$ cat src/rtl/wt_dcache_rd_arb.sv
// Round-robin arbiter between the dcache read controllers and the single dcache memory read port.
// Grants one read per cycle, steers the late tag one cycle after grant and routes the hit vector to the last winner.
module wt_dcache_rd_arb #(
    parameter  int NumPorts = 3,
    parameter  int IdxW     = 8,
    parameter  int OffW     = 4,
    parameter  int TagW     = 20,
    parameter  int SetAssoc = 4,
    localparam int SelW     = $clog2(NumPorts)
) (
    input  logic                                clk_i,
    input  logic                                rst_ni,
    input  logic [NumPorts-1:0]                 rd_req_i,
    input  logic [NumPorts-1:0]                 rd_tag_only_i,
    input  logic [NumPorts-1:0][IdxW-1:0]       rd_idx_i,
    input  logic [NumPorts-1:0][OffW-1:0]       rd_off_i,
    input  logic [NumPorts-1:0][TagW-1:0]       rd_tag_i,
    output logic [NumPorts-1:0]                 rd_ack_o,
    output logic [63:0]                         rd_data_o,
    output logic [SetAssoc-1:0]                 rd_vld_bits_o,
    output logic [NumPorts-1:0][SetAssoc-1:0]   rd_hit_oh_o,
    output logic                                mem_rd_req_o,
    output logic                                mem_rd_tag_only_o,
    output logic [IdxW-1:0]                     mem_rd_idx_o,
    output logic [OffW-1:0]                     mem_rd_off_o,
    output logic [TagW-1:0]                     mem_rd_tag_o,
    input  logic                                mem_rd_ack_i,
    input  logic [63:0]                         mem_rd_data_i,
    input  logic [SetAssoc-1:0]                 mem_rd_vld_bits_i,
    input  logic [SetAssoc-1:0]                 mem_rd_hit_oh_i
);

    if (NumPorts < 2) begin : g_bad_numports
        $error("wt_dcache_rd_arb: NumPorts must be at least 2");
    end

    logic [SelW-1:0] r_rr;
    logic [SelW-1:0] r_sel;
    logic            r_gnt_vld;

    logic [SelW-1:0] w_win;
    logic [SelW-1:0] w_hi_win;
    logic [SelW-1:0] w_lo_win;
    logic            w_hi_found;
    logic            w_lo_found;
    logic            w_any;
    logic            w_accept;
    logic [SelW-1:0] w_next_rr;

    // Winner: lowest requester at or above the pointer, else wrap to the lowest requester overall.
    always_comb begin
        w_hi_found = 1'b0;
        w_lo_found = 1'b0;
        w_hi_win   = '0;
        w_lo_win   = '0;
        for (int i = 0; i < NumPorts; i++) begin
            if (rd_req_i[i] && !w_lo_found) begin
                w_lo_found = 1'b1;
                w_lo_win   = SelW'(i);
            end
            if (rd_req_i[i] && (SelW'(i) >= r_rr) && !w_hi_found) begin
                w_hi_found = 1'b1;
                w_hi_win   = SelW'(i);
            end
        end
        w_win = w_hi_found ? w_hi_win : w_lo_win;
    end

    assign w_any     = |rd_req_i;
    assign w_accept  = mem_rd_ack_i & w_any;
    assign w_next_rr = (w_win == SelW'(NumPorts - 1)) ? '0 : w_win + SelW'(1);

    always_comb begin
        rd_ack_o        = '0;
        rd_ack_o[w_win] = w_accept;
    end

    assign mem_rd_req_o      = w_any;
    assign mem_rd_tag_only_o = rd_tag_only_i[w_win];
    assign mem_rd_idx_o      = rd_idx_i[w_win];
    assign mem_rd_off_o      = rd_off_i[w_win];
    // The controller only presents its tag the cycle after grant, so the registered select drives it.
    assign mem_rd_tag_o      = rd_tag_i[r_sel];

    always_ff @(posedge clk_i or negedge rst_ni) begin
        if (!rst_ni) begin
            r_rr      <= '0;
            r_sel     <= '0;
            r_gnt_vld <= 1'b0;
        end else begin
            r_gnt_vld <= w_accept;
            if (w_accept) begin
                r_rr  <= w_next_rr;
                r_sel <= w_win;
            end
        end
    end

    assign rd_data_o     = mem_rd_data_i;
    assign rd_vld_bits_o = mem_rd_vld_bits_i;

    always_comb begin
        rd_hit_oh_o = '0;
        if (r_gnt_vld) begin
            rd_hit_oh_o[r_sel] = mem_rd_hit_oh_i;
        end
    end

    a_ack_onehot0 : assert property (@(posedge clk_i) disable iff (!rst_ni)
        $onehot0(rd_ack_o));

    a_hit_onehot0 : assert property (@(posedge clk_i) disable iff (!rst_ni)
        r_gnt_vld |-> $onehot0(mem_rd_hit_oh_i));

endmodule

$ cat config.mk
export PLATFORM = sky130hd
export DESIGN_NAME = wt_dcache_rd_arb
export DESIGN_NICKNAME = d
export VERILOG_FILES = /design/src/rtl/wt_dcache_rd_arb.sv
export SDC_FILE = /design/constraint.sdc
export NUM_CORES = 1
export LEC_CHECK = 0
export BUFFER_PORTS_ARGS = -buffer_cell sky130_fd_sc_hd__buf_2
export CORE_AREA = 3 3 113 115
export CTS_BUF_LIST = sky130_fd_sc_hd__clkbuf_4
export DETAILED_ROUTE_END_ITERATION = 8
export DIE_AREA = 0 0 116 118
export GPL_ROUTABILITY_DRIVEN = 0
export PLACE_DENSITY = 0.54
export RECOVER_POWER = 25
export SYNTH_ARGS = -nofsm -noshare
export SYNTH_HDL_FRONTEND = slang
export SYNTH_SLANG_ARGS = --single-unit
$ cat constraint.sdc
create_clock -name clk_i -period 2.1 [get_ports clk_i]
set_input_delay 0.42 -clock clk_i [delete_from_list [all_inputs] [get_ports clk_i]]
set_output_delay 0.42 -clock clk_i [all_outputs]
set_load 0.005 [all_outputs]
# [Word-level counts from Yosys, hierarchy flattened]
# Cells that the tools add are included.
[word_totals] input_bits=177 wordCells=53 ff_bits=5
[op_classes] addsub=1 reduce_logical=14 order_cmp=7 n_bitwise=3 muxes=24 eq_ne=1
[op_table] operator="20-bit binary-select mux with 2-bit select" count=1
[op_table] operator="20-bit 2-to-1 mux" count=1
[op_table] operator="8-bit binary-select mux with 2-bit select" count=1
[op_table] operator="12-bit bitwise AND" count=1
[op_table] operator="12-bit 2-to-1 mux" count=1
[op_table] operator="1-bit logical AND" count=9
[op_table] operator="1-bit 2-to-1 mux" count=9
[op_table] operator="4-bit binary-select mux with 2-bit select" count=1
[op_table] operator="4-bit demux with 2-bit select" count=1
[op_table] operator="2-bit 2-to-1 mux" count=4
[op_table] operator="4-bit 2-to-1 mux" count=2
[op_table] operator="8-bit 2-to-1 mux" count=1
[op_table] operator="2-bit by 3-bit less-than comparator with 1-bit output (second input constant)" count=2
[op_table] operator="1-bit by 2-bit >= comparator with 1-bit output (first input constant)" count=2
[op_table] operator="2-bit by 1-bit >= comparator with 1-bit output (second input constant)" count=2
[op_table] operator="1-bit zero test" count=4
[op_table] operator="3-bit bitwise AND" count=1
[op_table] operator="3-bit OR reduction" count=1
[op_table] operator="2-bit by 1-bit adder with 2-bit output (second input constant)" count=1
[op_table] operator="1-bit binary-select mux with 2-bit select" count=1
[op_table] operator="1-bit demux with 2-bit select" count=1
[op_table] operator="2-bit == test (second input constant)" count=1
[op_table] operator="2-bit >= comparator (first input constant)" count=1
[op_table] operator="1-bit bitwise AND" count=1

# [Logic depth before layout (Yosys ltp)]
[depth] word_depth=15 mapped_depth=5 ltp_nobuf=3

# [Worst setup path before layout]
# No wires, ideal clock.
[synth_path] kind="in2out" from="input rd_req_i[1]" to="output mem_rd_idx_o[2]" cell_stages=5 n_path_buf=2 setup_slack_ns=0.275 arrival_ns=1.405 cell_sequence="buf_4 nor3b_2 o31a_1 buf_2 a221o_1"
[synth_between] elab_chain_cells=9 elab_cells_between_ends=17
[synth_lines] item="from (decl)" line_no="13" rtl="input logic [NumPorts-1:0] rd_req_i,"
[synth_lines] item="1-bit logical AND (2 in a row)" line_no="61" rtl="if (rd_req_i[i] && (SelW'(i) >= r_rr) && !w_hi_found) begin"
[synth_lines] item="1-bit 2-to-1 mux" line_no="61"
[synth_lines] item="1-bit zero test" line_no="61"
[synth_lines] item="1-bit logical AND" line_no="61"
[synth_lines] item="2-bit 2-to-1 mux / 1-bit 2-to-1 mux (equally long branches)" line_no="61"
[synth_lines] item="2-bit 2-to-1 mux (*)" line_no="66" rtl="w_win = w_hi_found ? w_hi_win : w_lo_win;"
[synth_lines] item="8-bit binary-select mux with 2-bit select (*)" line_no="80" rtl="assign mem_rd_idx_o = rd_idx_i[w_win];"
[synth_lines] item="8-bit 2-to-1 mux (not written as such) (*)" line_no="80"
[synth_lines] item="to (decl)" line_no="24" rtl="output logic [IdxW-1:0] mem_rd_idx_o,"
# Mark *: on every way between the ends. The rest lies on a longest branch, timed or not. The select of a mux whose other input is x is not followed.

# [Final worst setup path]
[layout_path] from="register r_rr[1]" to="output mem_rd_off_o[2]"
[layout_between] elab_chain_cells=12 elab_cells_between_ends=18
[layout_lines] item="from (decl)" line_no="37" rtl="logic [SelW-1:0] r_rr;"
[layout_lines] item="from (signal assigned)" line_no="93" rtl="r_rr <= w_next_rr;"
[layout_lines] item="1-bit by 2-bit >= comparator with 1-bit output" line_no="61"
[layout_lines] item="1-bit logical AND" line_no="61"
[layout_lines] item="1-bit 2-to-1 mux" line_no="61"
[layout_lines] item="1-bit zero test" line_no="61"
[layout_lines] item="1-bit logical AND" line_no="61"
[layout_lines] item="1-bit 2-to-1 mux" line_no="61"
[layout_lines] item="1-bit zero test" line_no="61"
[layout_lines] item="1-bit logical AND" line_no="61"
[layout_lines] item="2-bit 2-to-1 mux / 1-bit 2-to-1 mux (equally long branches)" line_no="61"
[layout_lines] item="2-bit 2-to-1 mux (*)" line_no="66"
[layout_lines] item="4-bit binary-select mux with 2-bit select (*)" line_no="81" rtl="assign mem_rd_off_o = rd_off_i[w_win];"
[layout_lines] item="4-bit 2-to-1 mux (not written as such) (*)" line_no="81"
[layout_lines] item="to (decl)" line_no="25" rtl="output logic [OffW-1:0] mem_rd_off_o,"
# Marks and branches as above.

==> impl_metrics.py <==
metrics = {
    "outcome": {
        "status": "finished, violations left",
        "violations": "negative setup slack",
    },
    "global_routing": {
        "grt_pass1_wl_mm": 8.34,
        "grt_max_degree": 23,
        "grt_usage_pct": 7.50,
        "overflow": 0,
        "grt_pass1_vias": 1850,
        "grt_antenna_before_repair": 0,
    },
    "synth": {
        "ys_types": 23,
        "synth.area.mux_share_pct": 13.0,
        "synth_largest_area_cell": "buf_4",
        "synthXorXnorAreaFrac_pct": 0,
        "ys_warn_count": 0,
        "synthSimpleGateAreaFrac_pct": 17.2,
        "synth_top_area_share_pct": 31.8,
        "yosysSeqAreaShare_pct": 7.69,
        "ys_top_cells_by_area": "buf_4, mux2i_1, nand2_1",
        "synth_compound_area_share_pct": 24.4,
        "syn_area_mm2": 0.00163,
        "synth_nets": 406,
        "synth-seq-cells": 5,
        "synth_top_family_by_area": "buffers and inverters",
        "postSynthCellCount": 229,
        "synth_adder_area_share_pct": 0,
        "syn_area_per_cell_um2": 7.11,
    },
    "worst_setup_path": {
        "worst_ep_arrival_time_ns": 1.72,
        "rr_endpoint": "r_sel[1]",
        "reg2reg_depth": 5,
        "r2r-start": "r_rr[1]",
        "cp_cell_sequence": "nor2b_1, o31a_1, buf_12, a221o_1, buf_2",
        "ff2ff_setup_slack_ns": 0.61,
        "worst_path_max_delay_cell": "dfrtp_2",
        "start_kind": "register",
        "cp.required_ns": 1.68,
        "slowest_delay_ns": 0.43,
        "critPathCaptureType": "output pin",
        "worstPathMaxFanout": 13,
        "worstSetupPathType": "reg2out",
    },
    "route": {
        "drt-wirelength-per-cell_um": 12.4,
        "viasPerCell": 4.11,
        "num_vias": 1936,
        "drt-pass1-iter-count": 6,
        "drc_errors": 0,
        "drtAntennaViolNets": 0,
        "wirelength_mm": 5.84,
        "drt-initial-drc-count": 73,
    },
    "timing": {
        "maxSlewViolCount": 0,
        "rsz0062_at_grt": "true",
        "worst_slack_ns": -0.0395,
        "finClkSkew_ns": 0.00157,
        "timing.hold.ws_ns": 0.483,
        "fmax_mhz": 467,
        "setup_viol": 14,
        "period_needed_ns": 2.14,
        "finalCritPeriodShare_pct": 102,
        "final.setup.tns_ns": -0.375,
        "maxSlewHeadroom_pct": 77.1,
        "tightest_slew_ns": 0.344,
        "hold_viol_final": 0,
    },
    "layout": {
        "post-route-util_pct": 18.7,
        "antennaDiodeCount": 0,
        "fin_cells": 471,
        "mostFrequentLayoutCell": "buf_2",
        "fin_area_mm2": 0.00222,
        "syn_to_final_growth_pct": 36.7,
        "fin_nets": 502,
        "layout_common_cells": "buf_2, nand2_1, mux2i_1, o21ai_0, buf_4",
        "drive_gt1_share_pct": 57.7,
    },
    "power": {
        "power.density_mw_per_mm2": 444,
        "total_power_mw": 0.987,
        "peakVddDrop_mv": 0.205,
        "total_leakage_power_nw": 1.15,
    },
    "worst_hold_path": {
        "holdPathStages": 2,
        "min_to": "r_sel[0]",
        "hp-start": "mem_rd_ack_i",
        "worstHoldPathType": "in2reg",
    },
    "die": {
        "floorplan.initialDensity_pct": 13.7,
        "die_area_mm2": 0.0137,
        "io_pins": 294,
        "row_count": 40,
        "chipHeight_um": 118,
        "die_x_um": 116,
        "core_mm2": 0.0119,
    },
    "cts": {
        "clk_latency_ns": 0.24,
        "cts_tree": "yes",
        "clkSlewWorstSetupHoldPaths_ns": 0.05,
        "cts_buffers": 3,
        "htree_levels": 1,
        "cts_sinks": 5,
        "cts_buffer_depth": 2,
        "cts-root-buf": "clkbuf_4",
    },
    "place": {
        "placed_cell_area_mm2": 0.00211,
        "pre_cts_slack_ns": 0.0554,
        "dp_cells": 461,
        "hpwl_mm": 5.03,
        "io_buffers": 157,
    },
    "run": {
        "cap_violations": 0,
    },
}
## worst max path at each step
stage                           start              end  slack, ns
after floorplan           rd_req_i[1]  mem_rd_idx_o[2]       0.27
after global placement    rd_req_i[2]  mem_rd_idx_o[5]       0.12
after detailed placement      r_rr[1]      rd_ack_o[1]       0.06
after CTS                     r_rr[0]  mem_rd_off_o[2]      -0.07
after global routing          r_rr[1]  mem_rd_idx_o[3]      -0.12
final                         r_rr[1]  mem_rd_off_o[2]      -0.04
## metal layers
metal / global-route usage (%) / share of wire (%) / vias to the layer above
li1: - / - / 922
met1: 6.60 / 32 / 834
met2: 15.4 / 54 / 152
met3: 1.49 / 11 / 28
met4: 3.48 / 3.0 / 0
met5: 0 / 0 / -
## timing repair
| action | in CTS | in global routing |
|---|---|---|
| resized for setup | 4 | 4 |
| setup buffers | 4 | 2 |
| hold buffers | 1 | 0 |
| pin swaps | 3 | 2 |
| endpoints found under the setup margin | 15 | 15 |
| endpoints found under the hold margin | 5 | 0 |
## worst max-delay path: cells and delay by family (launching register included)
kind | cells | cell delay, ns
and+or+nand+nor | 1 | 0.14
AOI/OAI and AO/OA | 2 | 0.62
DFF | 1 | 0.43
buffers and inverters | 2 | 0.29
## sequential cells by signal, summed over array words and instances, names as in the netlist
name,count
r_rr,2
r_sel,2
r_gnt_vld,1
## synth_stat cells
library cell and count:
buf_2 7, or3_1 1, o21ai_0 20, and2_1 2, buf_4 69, nand2_1 38, clkbuf_1 7, nor3b_2 1
mux2_2 1, inv_1 3, a221o_1 13, o32ai_4 1, dfrtp_1 5, nand2b_1 3, nor3_1 4, mux2i_1 20
a22o_1 3, a211oi_1 14, nor2_1 9, nor2b_1 4, o31a_1 1, and3b_1 1, buf_6 2
## where the power goes
| part | switching, mW | internal [mW] |
|---|---|---|
| Combinational | 0.344 | 0.390 |
| Sequential | 0.0169 | 0.112 |
| Clock | 0.0397 | 0.0847 |
## layout make-up
cell class                      count  area (um^2)
Sequential cell                     5          126
Timing Repair Buffer              176          965
Tap cell                          147          184
Fill cell                        1332         9690
Clock buffer                        4         30.0
Inverter                            3         11.3
Multi-Input combinational cell    136          908
## cells by family (layout without fill, tap and decap cells)
group	Yosys count	after routing
buffers and inverters	88	183
muxes	21	21
DFF	5	5
and+or+nand+nor	63	63
AOI/OAI and AO/OA	52	52
No activity file was read; power rests on OpenSTA's default activity.
